===== src/rtl/relogio_pkg.sv =====
// Shared types and constants for the clock time-setting path: FSM states,
// BCD field widths, display blank bit positions and field maxima.
package relogio_pkg;

    typedef enum logic [1:0] {RUN, SET_H, SET_M, SET_S} ajuste_state_t;

    localparam int unsigned H_MSD_W = 2;
    localparam int unsigned H_LSD_W = 4;
    localparam int unsigned M_MSD_W = 3;
    localparam int unsigned M_LSD_W = 4;
    localparam int unsigned S_MSD_W = 3;
    localparam int unsigned S_LSD_W = 4;

    localparam int unsigned BLANK_W     = 6;
    localparam int unsigned BLANK_H_MSD = 5;
    localparam int unsigned BLANK_H_LSD = 4;
    localparam int unsigned BLANK_M_MSD = 3;
    localparam int unsigned BLANK_M_LSD = 2;
    localparam int unsigned BLANK_S_MSD = 1;
    localparam int unsigned BLANK_S_LSD = 0;

    localparam int unsigned HOUR_MAX   = 23;
    localparam int unsigned MINSEC_MAX = 59;

    // Two-digit BCD increment that wraps to 00 once the field reaches max_val.
    function automatic logic [7:0] bcd_inc(input logic [3:0] msd,
                                           input logic [3:0] lsd,
                                           input int unsigned max_val);
        logic [7:0] r;
        int unsigned v;
        v = 32'(msd) * 10 + 32'(lsd);
        if (v >= max_val)
            r = '0;
        else if (lsd >= 4'd9)
            r = {msd + 4'd1, 4'd0};
        else
            r = {msd, lsd + 4'd1};
        return r;
    endfunction

endpackage


===== src/rtl/debounce_pulse.sv =====
// Raw pushbutton to single accepted-press pulse: 2-flop synchronizer,
// consecutive-cycle debouncer and rising-edge detector.
module debounce_pulse #(
    parameter int unsigned DEBOUNCE_CYCLES = 500_000
) (
    input  logic clock,
    input  logic reset,
    input  logic button,
    output logic pulse
);

    localparam int unsigned CW = (DEBOUNCE_CYCLES > 1) ? $clog2(DEBOUNCE_CYCLES) : 1;

    logic          sync1;
    logic          sync2;
    logic          level;
    logic          level_q;
    logic [CW-1:0] count;

    always_ff @(posedge clock) begin
        if (!reset) begin
            sync1   <= 1'b0;
            sync2   <= 1'b0;
            level   <= 1'b0;
            level_q <= 1'b0;
            count   <= '0;
        end else begin
            sync1   <= button;
            sync2   <= sync1;
            level_q <= level;
            // Any sample equal to the filtered level restarts the stability count.
            if (sync2 == level) begin
                count <= '0;
            end else if (count == CW'(DEBOUNCE_CYCLES - 1)) begin
                level <= sync2;
                count <= '0;
            end else begin
                count <= count + 1'b1;
            end
        end
    end

    assign pulse = level & ~level_q;

endmodule


===== src/rtl/ajuste_relogio.sv =====
// Time-setting controller: button-driven edit FSM that freezes the clock,
// blinks the active field and issues a one-cycle load of the edited BCD time.
module ajuste_relogio
    import relogio_pkg::*;
#(
    parameter int unsigned DEBOUNCE_CYCLES = 500_000,
    parameter int unsigned BLINK_CYCLES    = 25_000_000
) (
    input  logic               clock,
    input  logic               reset,
    input  logic               btn_mode,
    input  logic               btn_inc,
    input  logic [H_MSD_W-1:0] cur_h_msd,
    input  logic [H_LSD_W-1:0] cur_h_lsd,
    input  logic [M_MSD_W-1:0] cur_m_msd,
    input  logic [M_LSD_W-1:0] cur_m_lsd,
    input  logic [S_MSD_W-1:0] cur_s_msd,
    input  logic [S_LSD_W-1:0] cur_s_lsd,
    output logic [H_MSD_W-1:0] set_h_msd,
    output logic [H_LSD_W-1:0] set_h_lsd,
    output logic [M_MSD_W-1:0] set_m_msd,
    output logic [M_LSD_W-1:0] set_m_lsd,
    output logic [S_MSD_W-1:0] set_s_msd,
    output logic [S_LSD_W-1:0] set_s_lsd,
    output logic               load,
    output logic               run,
    output logic [BLANK_W-1:0] blank
);

    localparam int unsigned H_W = H_MSD_W + H_LSD_W;
    localparam int unsigned M_W = M_MSD_W + M_LSD_W;
    localparam int unsigned S_W = S_MSD_W + S_LSD_W;
    localparam int unsigned BW  = (BLINK_CYCLES > 1) ? $clog2(BLINK_CYCLES) : 1;

    ajuste_state_t state;
    logic          p_mode;
    logic          p_inc;
    logic [BW-1:0] blink_cnt;
    logic          phase;
    logic [H_W-1:0] h_next;
    logic [M_W-1:0] m_next;
    logic [S_W-1:0] s_next;

    debounce_pulse #(.DEBOUNCE_CYCLES(DEBOUNCE_CYCLES)) u_mode (
        .clock  (clock),
        .reset  (reset),
        .button (btn_mode),
        .pulse  (p_mode)
    );

    debounce_pulse #(.DEBOUNCE_CYCLES(DEBOUNCE_CYCLES)) u_inc (
        .clock  (clock),
        .reset  (reset),
        .button (btn_inc),
        .pulse  (p_inc)
    );

    always_comb begin
        h_next = H_W'(bcd_inc(4'(set_h_msd), set_h_lsd, HOUR_MAX));
        m_next = M_W'(bcd_inc(4'(set_m_msd), set_m_lsd, MINSEC_MAX));
        s_next = S_W'(bcd_inc(4'(set_s_msd), set_s_lsd, MINSEC_MAX));
    end

    always_ff @(posedge clock) begin
        if (!reset) begin
            state     <= RUN;
            run       <= 1'b1;
            load      <= 1'b0;
            set_h_msd <= '0;
            set_h_lsd <= '0;
            set_m_msd <= '0;
            set_m_lsd <= '0;
            set_s_msd <= '0;
            set_s_lsd <= '0;
            blink_cnt <= '0;
            phase     <= 1'b0;
        end else begin
            load <= 1'b0;

            // Entering any SET state restarts the blink so the field is visible first.
            if (p_mode && state != SET_S) begin
                blink_cnt <= '0;
                phase     <= 1'b0;
            end else if (blink_cnt == BW'(BLINK_CYCLES - 1)) begin
                blink_cnt <= '0;
                phase     <= ~phase;
            end else begin
                blink_cnt <= blink_cnt + 1'b1;
            end

            // p_mode is tested first in every state, so a coincident p_inc is dropped.
            case (state)
                RUN: begin
                    if (p_mode) begin
                        state     <= SET_H;
                        run       <= 1'b0;
                        set_h_msd <= cur_h_msd;
                        set_h_lsd <= cur_h_lsd;
                        set_m_msd <= cur_m_msd;
                        set_m_lsd <= cur_m_lsd;
                        set_s_msd <= cur_s_msd;
                        set_s_lsd <= cur_s_lsd;
                    end
                end
                SET_H: begin
                    if (p_mode) begin
                        state <= SET_M;
                    end else if (p_inc) begin
                        set_h_msd <= h_next[H_LSD_W +: H_MSD_W];
                        set_h_lsd <= h_next[H_LSD_W-1:0];
                    end
                end
                SET_M: begin
                    if (p_mode) begin
                        state <= SET_S;
                    end else if (p_inc) begin
                        set_m_msd <= m_next[M_LSD_W +: M_MSD_W];
                        set_m_lsd <= m_next[M_LSD_W-1:0];
                    end
                end
                SET_S: begin
                    if (p_mode) begin
                        state <= RUN;
                        run   <= 1'b1;
                        load  <= 1'b1;
                    end else if (p_inc) begin
                        set_s_msd <= s_next[S_LSD_W +: S_MSD_W];
                        set_s_lsd <= s_next[S_LSD_W-1:0];
                    end
                end
                default: begin
                    state <= RUN;
                    run   <= 1'b1;
                end
            endcase
        end
    end

    always_comb begin
        blank = '0;
        case (state)
            SET_H: begin
                blank[BLANK_H_MSD] = phase;
                blank[BLANK_H_LSD] = phase;
            end
            SET_M: begin
                blank[BLANK_M_MSD] = phase;
                blank[BLANK_M_LSD] = phase;
            end
            SET_S: begin
                blank[BLANK_S_MSD] = phase;
                blank[BLANK_S_LSD] = phase;
            end
            default: blank = '0;
        endcase
    end

endmodule

===== config.mk =====
export PLATFORM = sky130hd
export DESIGN_NAME = ajuste_relogio
export DESIGN_NICKNAME = d
export VERILOG_FILES = /design/src/rtl/relogio_pkg.sv /design/src/rtl/debounce_pulse.sv /design/src/rtl/ajuste_relogio.sv
export SDC_FILE = /design/constraint.sdc
export NUM_CORES = 1
export LEC_CHECK = 0
export ABC_AREA = 1
export BUFFER_PORTS_ARGS = -buffer_cell sky130_fd_sc_hd__buf_2
export CAP_MARGIN = 20
export CORE_AREA = 2 2 100 102
export CTS_CLUSTER_SIZE = 25
export DETAILED_ROUTE_END_ITERATION = 12
export DIE_AREA = 0 0 102 104
export PLACE_DENSITY = 0.84
export SLEW_MARGIN = 20
export SYNTH_ARGS = -nofsm -noshare
export SYNTH_HDL_FRONTEND = slang
export SYNTH_SLANG_ARGS = --single-unit

===== constraint.sdc =====
create_clock -name clock -period 2.9 [get_ports clock]
set_clock_uncertainty 0.1 [all_clocks]
set_input_delay 0.725 -clock clock [delete_from_list [all_inputs] [get_ports clock]]
set_output_delay 0.725 -clock clock [all_outputs]
set_load 0.02 [all_outputs]

## Word level (Yosys, flattened, before mapping)

Index checks and enable logic that the tools add are counted.
Widths: inputs -> output; s select.

| storage, ports and cells | value |
|---|---|
| register bits after elaboration | 96 |
| input port bits | 24 |
| output and inout bits | 28 |

| operators by class | value |
|---|---|
| add/subtract/negate cells | 12 |
| multiply operators | 3 |
| $lt $le $gt $ge | 6 |
| eq/ne operators | 22 |
| mux-type cells | 42 |
| bitwise logic cells | 8 |
| reductions and logical operators | 20 |

Operators by type and width:

| cell | count |
|---|---|
| $add 19x1->19 const B | 2 |
| $eq 19x19->1 const B | 2 |
| $mux 4 | 9 |
| $mux 7 | 4 |
| $add 25x1->25 const B | 1 |
| $eq 25x25->1 const B | 1 |
| $pmux 4 s2 | 3 |
| $ne 2x2->1 const B | 11 |
| $mux 2 | 10 |
| $mux 3 | 6 |
| $add 7x4->8 | 2 |
| $ge 8x6->1 const B | 2 |
| $reduce_and 4->1 | 4 |
| $reduce_and 5->1 | 3 |
| $add 4x1->4 const B | 3 |
| $ge 4x4->1 const B | 3 |
| $mul 3x3->6 const B | 2 |
| $mux 6 | 2 |
| $pmux 3 s2 | 2 |
| $ne 3x3->1 const B | 3 |
| $reduce_or 3->1 | 3 |
| $pmux 2 s4 | 1 |
| $add 6x4->7 | 1 |
| $ge 7x5->1 const B | 1 |
| 17 further kinds | 32 |

## Longest topological paths before layout

| depth | value |
|---|---|
| depth after elaboration | 7 |
| gate-level depth with buffers | 14 |
| mapped depth without buffers | 14 |

## Hierarchy

Synthesis repeated with hierarchy kept, for this count alone.

| unflattened totals | value |
|---|---|
| cell total of the unflattened synthesis | 876 |
| area total of the unflattened synthesis | 5964.5 um^2 |

By module, submodules not included:

| module | times used | cells an instance | area each (um^2) |
|---|---|---|---|
| ajuste_relogio | 1 | 534 | 3618.5 |
| debounce_pulse (u_inc) | 1 | 181 | 1232.4 |
| debounce_pulse (u_mode) | 1 | 161 | 1113.6 |

## Worst setup path after synthesis

Ideal clock, no wire load.

| timing path | value |
|---|---|
| path type | flip-flop to flip-flop |
| from | register set_m_msd[0] |
| to | register set_m_msd[1] |
| arrival | 2.003 ns |
| data required time | 2.687 ns |
| path slack | 0.684 ns |
| stages on the path, launching flop included | 14 |
| path buffers | 0 |
| path through | dfxtp_1 > ha_1 > ha_1 > nand2_1 > nor2_1 > nor2_1 > nor2_1 > nand3_1 > nand2_1 > nand4_1 > nand2_1 > nand2_1 > nand2_1 > nor2_1 |

| on the way | value |
|---|---|
| longest elaborated chain between the ends | 7 |
| elaborated cells on any way between the ends | 11 |
| classes of those cells | add/sub: 2; mul: 1; order compare: 1; eq/ne: 1; mux: 5; reduce/logical: 1 |

Ends and longest elaborated chain:

| element | line | text |
|---|---|---|
| start, declared | ajuste_relogio.sv:21 | `output logic [M_MSD_W-1:0] set_m_msd,` |
| start signal, assigned | ajuste_relogio.sv:99 | `set_m_msd <= cur_m_msd;` |
| start signal, assigned | ajuste_relogio.sv:117 | `set_m_msd <= m_next[M_LSD_W +: M_MSD_W];` |
| $mul 3x3->6 | relogio_pkg.sv:31 | `v = 32'(msd) * 10 + 32'(lsd);` |
| $add 7x4->8 | relogio_pkg.sv:31 |  |
| $ge 8x6->1 | relogio_pkg.sv:32 | `if (v >= max_val)` |
| $mux 7 | relogio_pkg.sv:32 |  |
| $mux 3 | ajuste_relogio.sv:116 | `end else if (p_inc) begin` |
| $mux 3 | ajuste_relogio.sv:114 | `if (p_mode) begin` |
| $pmux 3 s2 | ajuste_relogio.sv:92 | `case (state)` |

Several ways; a longest one is shown, not always the timed one. The select of a mux whose other input is x is not followed.
A chain may end at the register's enable or synchronous reset.

## Final worst setup path

| timing path | value |
|---|---|
| from | register set_m_msd[0] |
| to | register set_m_msd[0] |

Same word-level chain as after synthesis.

==> implementation parameters <==
Parameter                              Value

Route
  Mean routed wirelength per cell    11.5 um
  Post-Route WL    11300 um
  DR vias/cell    a little over 5
  Remaining design rule violation count    0
  Post-DRT Antenna Nets    0
  Pre-antenna DRT Iters    4
  DRC violation total after the first TritonRoute iteration    181
  Via count    between 5000 and 6000

Worst setup path
  Required time at the worst-slack endpoint    3.06 ns
  Worst setup SP type    register
  Endpoint of the worst register-to-register path    set_m_msd[0]
  WS Path Type    reg2reg
  Endpoint arrival time on the critical path    roughly 2.5 ns
  Worst Reg2Reg Path Length in Cells    13
  Register-to-Register Setup Slack    around 0.54 ns
  RR Startpoint    set_m_msd[0]
  Nature of the critical path endpoint    register
  Maximum fanout along the worst path    7

Outcome
  Result of the run    complete, no violations

Synth
  EDFF count, synth    0
  Dominant cell type by area after synthesis    dfxtp_1
  Mapped Cells    795
  Post-synth top area share    34.3%
  Distinct cell type count after synthesis    43
  Mapped cell area    0.00560 mm^2
  Post-synthesis net count    855
  Post-synth top flop    dfxtp_1
  Average instance area after synthesis    approximately 7 um^2
  Register bit count reported by yosys    96
  Portion of the post-synthesis area used by sequential elements    34.3%
  Ys async rst share    0%
  Number of warnings issued by yosys    0
  Top area cells in the synthesized netlist    dfxtp_1, nand2_1, ha_1

Global route
  Initial antenna violation count    0
  Global-route wire length before repair    19600 um
  Vias in the first global route    roughly 4600
  Aggregate global-route resource usage    22.2%
  Pin count of the biggest net entering global routing    19
  Leftover overflow at the end of global routing    0

Power
  Proportion of power drawn by flip-flops and latches    54.0%
  Comb pwr share    14.0%
  Clock power share    roughly a third
  Switching Power    0.790 mW
  Total power of the final layout    approximately 2.6 mW
  Switching share of power    a little under a third
  Internal portion of total power    1.84 mW
  Leakage power of the design    2.62 nW
  Maximum VDD drop    between 200 and 300 uV
  PD cells    roughly 430 mW/mm^2

Layout
  Final design area excluding fillers    roughly 0.0061 mm^2
  Filler cells    879
  Final layout net count    ~900
  Final antenna diode count    0
  Synthesis-to-layout area growth    9.79%
  Share of layout cells above drive strength 1    13.7%
  Number of standard cells in the final layout excluding fillers    982

STA
  Fmax    0.423 GHz
  Final worst hold slack    0.328 ns
  Fin crit share    81.5%
  Transition time of the tightest slew-check pin    around 0.6 ns
  Post-layout minimum cycle time    2.36 ns
  Number of max-slew violations in the final report    0
  Unrepaired setup endpoints after global routing    no
  Headroom to the max-slew limit    about three fifths
  Setup violations, final    0
  Final setup TNS    0 ns
  Final hold viol count    0

CTS
  Clock Latency Late Sink    between 0.3 and 0.4 ns
  H-tree depth reported by CTS    3
  Clock tree from TritonCTS    done
  CTS buffer count    9
  Number of buffers added for setup after CTS    0
  Number of instances resized during post-cts repair    0
  Number of sinks handled by clock tree synthesis    96
  Clock slew seen by the registers of the worst setup and hold paths    0.10 ns
  Cell at the root of the clock tree    clkbuf_8
  Clk buf depth    2
  Cts hold-fix bufs    0

Die
  Initial standard-cell utilization of the core    approximately 60%
  Horizontal die dimension    102 um
  Number of rows created at floorplan    36
  Die height    104 um
  IO Pins    52
  Core box area    0.00955 mm^2
  Die Outline Area    0.0106 mm^2

Placed design
  Cell count after placement    966
  Placed wire-length estimate after detailed placement    8500 um
  Final GP Congestion    0.854
  Input/output buffers    51
  Placed inst area    0.00596 mm^2

Worst hold path
  Worst Hold Class    reg2reg
  Cell depth of the worst min-delay path    2
  Hold path start    u_inc.sync1
  WHS Endpoint    u_inc.sync2

Job
  Max-capacitance violation count    0
[state kept, by name (all words and copies together), names as in the netlist]
name            count
blink_cnt          25
u_inc.count        19
u_mode.count       19
set_h_lsd           4
set_m_lsd           4
set_s_lsd           4
set_m_msd           3
set_s_msd           3
set_h_msd           2
state               2
load                1
phase               1
run                 1
u_inc.level         1
u_inc.level_q       1
u_inc.sync1         1
u_inc.sync2         1
u_mode.level        1
u_mode.level_q      1
u_mode.sync1        1
u_mode.sync2        1
[logic make-up after synthesis]
| kind of cell | after synthesis | synth area share (%) |
|---|---|---|
| XOR/XNOR | 28 | 4.38 |
| flip-flops | 96 | 34.3 |
| AND/OR/NAND/NOR | 418 | 35.2 |
| buffers and inverters | 124 | 8.69 |
| AO/OA/AOI/OAI | 93 | 9.00 |
| adder cells (fa/ha/maj) | 36 | 8.45 |
[per-layer routing]
metal	track usage (%)	vias up	share of wire [%]
met5	0	-	0
li1	-	2660	-
met1	28.6	2280	47
met2	37.6	75	48
met4	8.29	0	2.0
met3	2.55	19	2.8
[cell type report]
| cell class | instances | area [um^2] | share of cell area [%] |
|---|---|---|---|
| Multi-Input combinational cell | 575 | 3190 | 51.9 |
| Sequential cell | 96 | 1920 | 31.3 |
| Inverter | 109 | 409 | 6.65 |
| Timing Repair Buffer | 53 | 270 | 4.40 |
| Tap cell | 133 | 166 | 2.71 |
| Clock buffer | 10 | 138 | 2.24 |
| Clock inverter | 6 | 51.3 | 0.834 |
[layout by cell type, fill, tap and decap left out, types with 14 or more instances in the layout]
cell type,n
buf_2,51
nand4_1,14
xor2_1,19
nor3_1,22
ha_1,33
o21ai_0,30
nand3_1,54
nor2_1,99
a21oi_1,45
dfxtp_1,96
inv_1,104
nand2_1,163
[metrics by stage]
stage          util (%)  setup slack [ns]
2_1_floorplan         -             0.684
3_3_place_gp       62.4             0.573
3_5_place_dp       62.4             0.547
4_1_cts            64.4             0.521
5_1_grt            64.4             0.235
6_report           64.4             0.535
[synth_stat cells, drive strengths merged, types with 2 or more instances]
cell and n:
nor3b 12, ha 33, nor3 28, nor2 113, fa 3, clkbuf 6
nand4 14, o21a 2, or2 8, nand3 57, nor4 10, a21oi 46
dfxtp 96, a31oi 5, nand2 170, o21bai 2, xor2 19, and3 3
xnor2 9, buf 9, inv 108, o21ai 34
[worst max path at each step]
stage                     slack [ns]           end          from
final                           0.54  set_m_msd[0]  set_m_msd[0]
after global routing            0.24  set_m_msd[0]  set_m_msd[0]
after CTS                       0.52  set_m_msd[1]  set_m_msd[0]
after detailed placement        0.55  set_m_msd[1]  set_m_msd[0]
after global placement          0.57  set_m_msd[0]  set_m_msd[0]
after floorplan                 0.68  set_m_msd[1]  set_m_msd[0]
[critical path, cell delays in order (launching register included)]
cell and delay (ns):
dfxtp_1 0.48, ha_1 0.30, ha_1 0.34, nand2_1 0.07
nor2_1 0.11, nor2_1 0.07, nor2_1 0.13, nand3_1 0.09
nand2_1 0.14, nand4_1 0.09, nand2_1 0.18, nand2_1 0.08
nand2_1 0.06, nor2_1 0.03
[power groups by stage]
stage	combinational (mW)	sequential (mW)	clock [mW]
2_1_floorplan	0.233	1.48	0
3_3_place_gp	0.361	1.45	0
3_5_place_dp	0.368	1.45	0
4_1_cts	0.371	1.42	0.855
5_1_grt	0.424	1.43	0.904
6_report	0.370	1.42	0.841
Power figures use the tool's default switching activity.
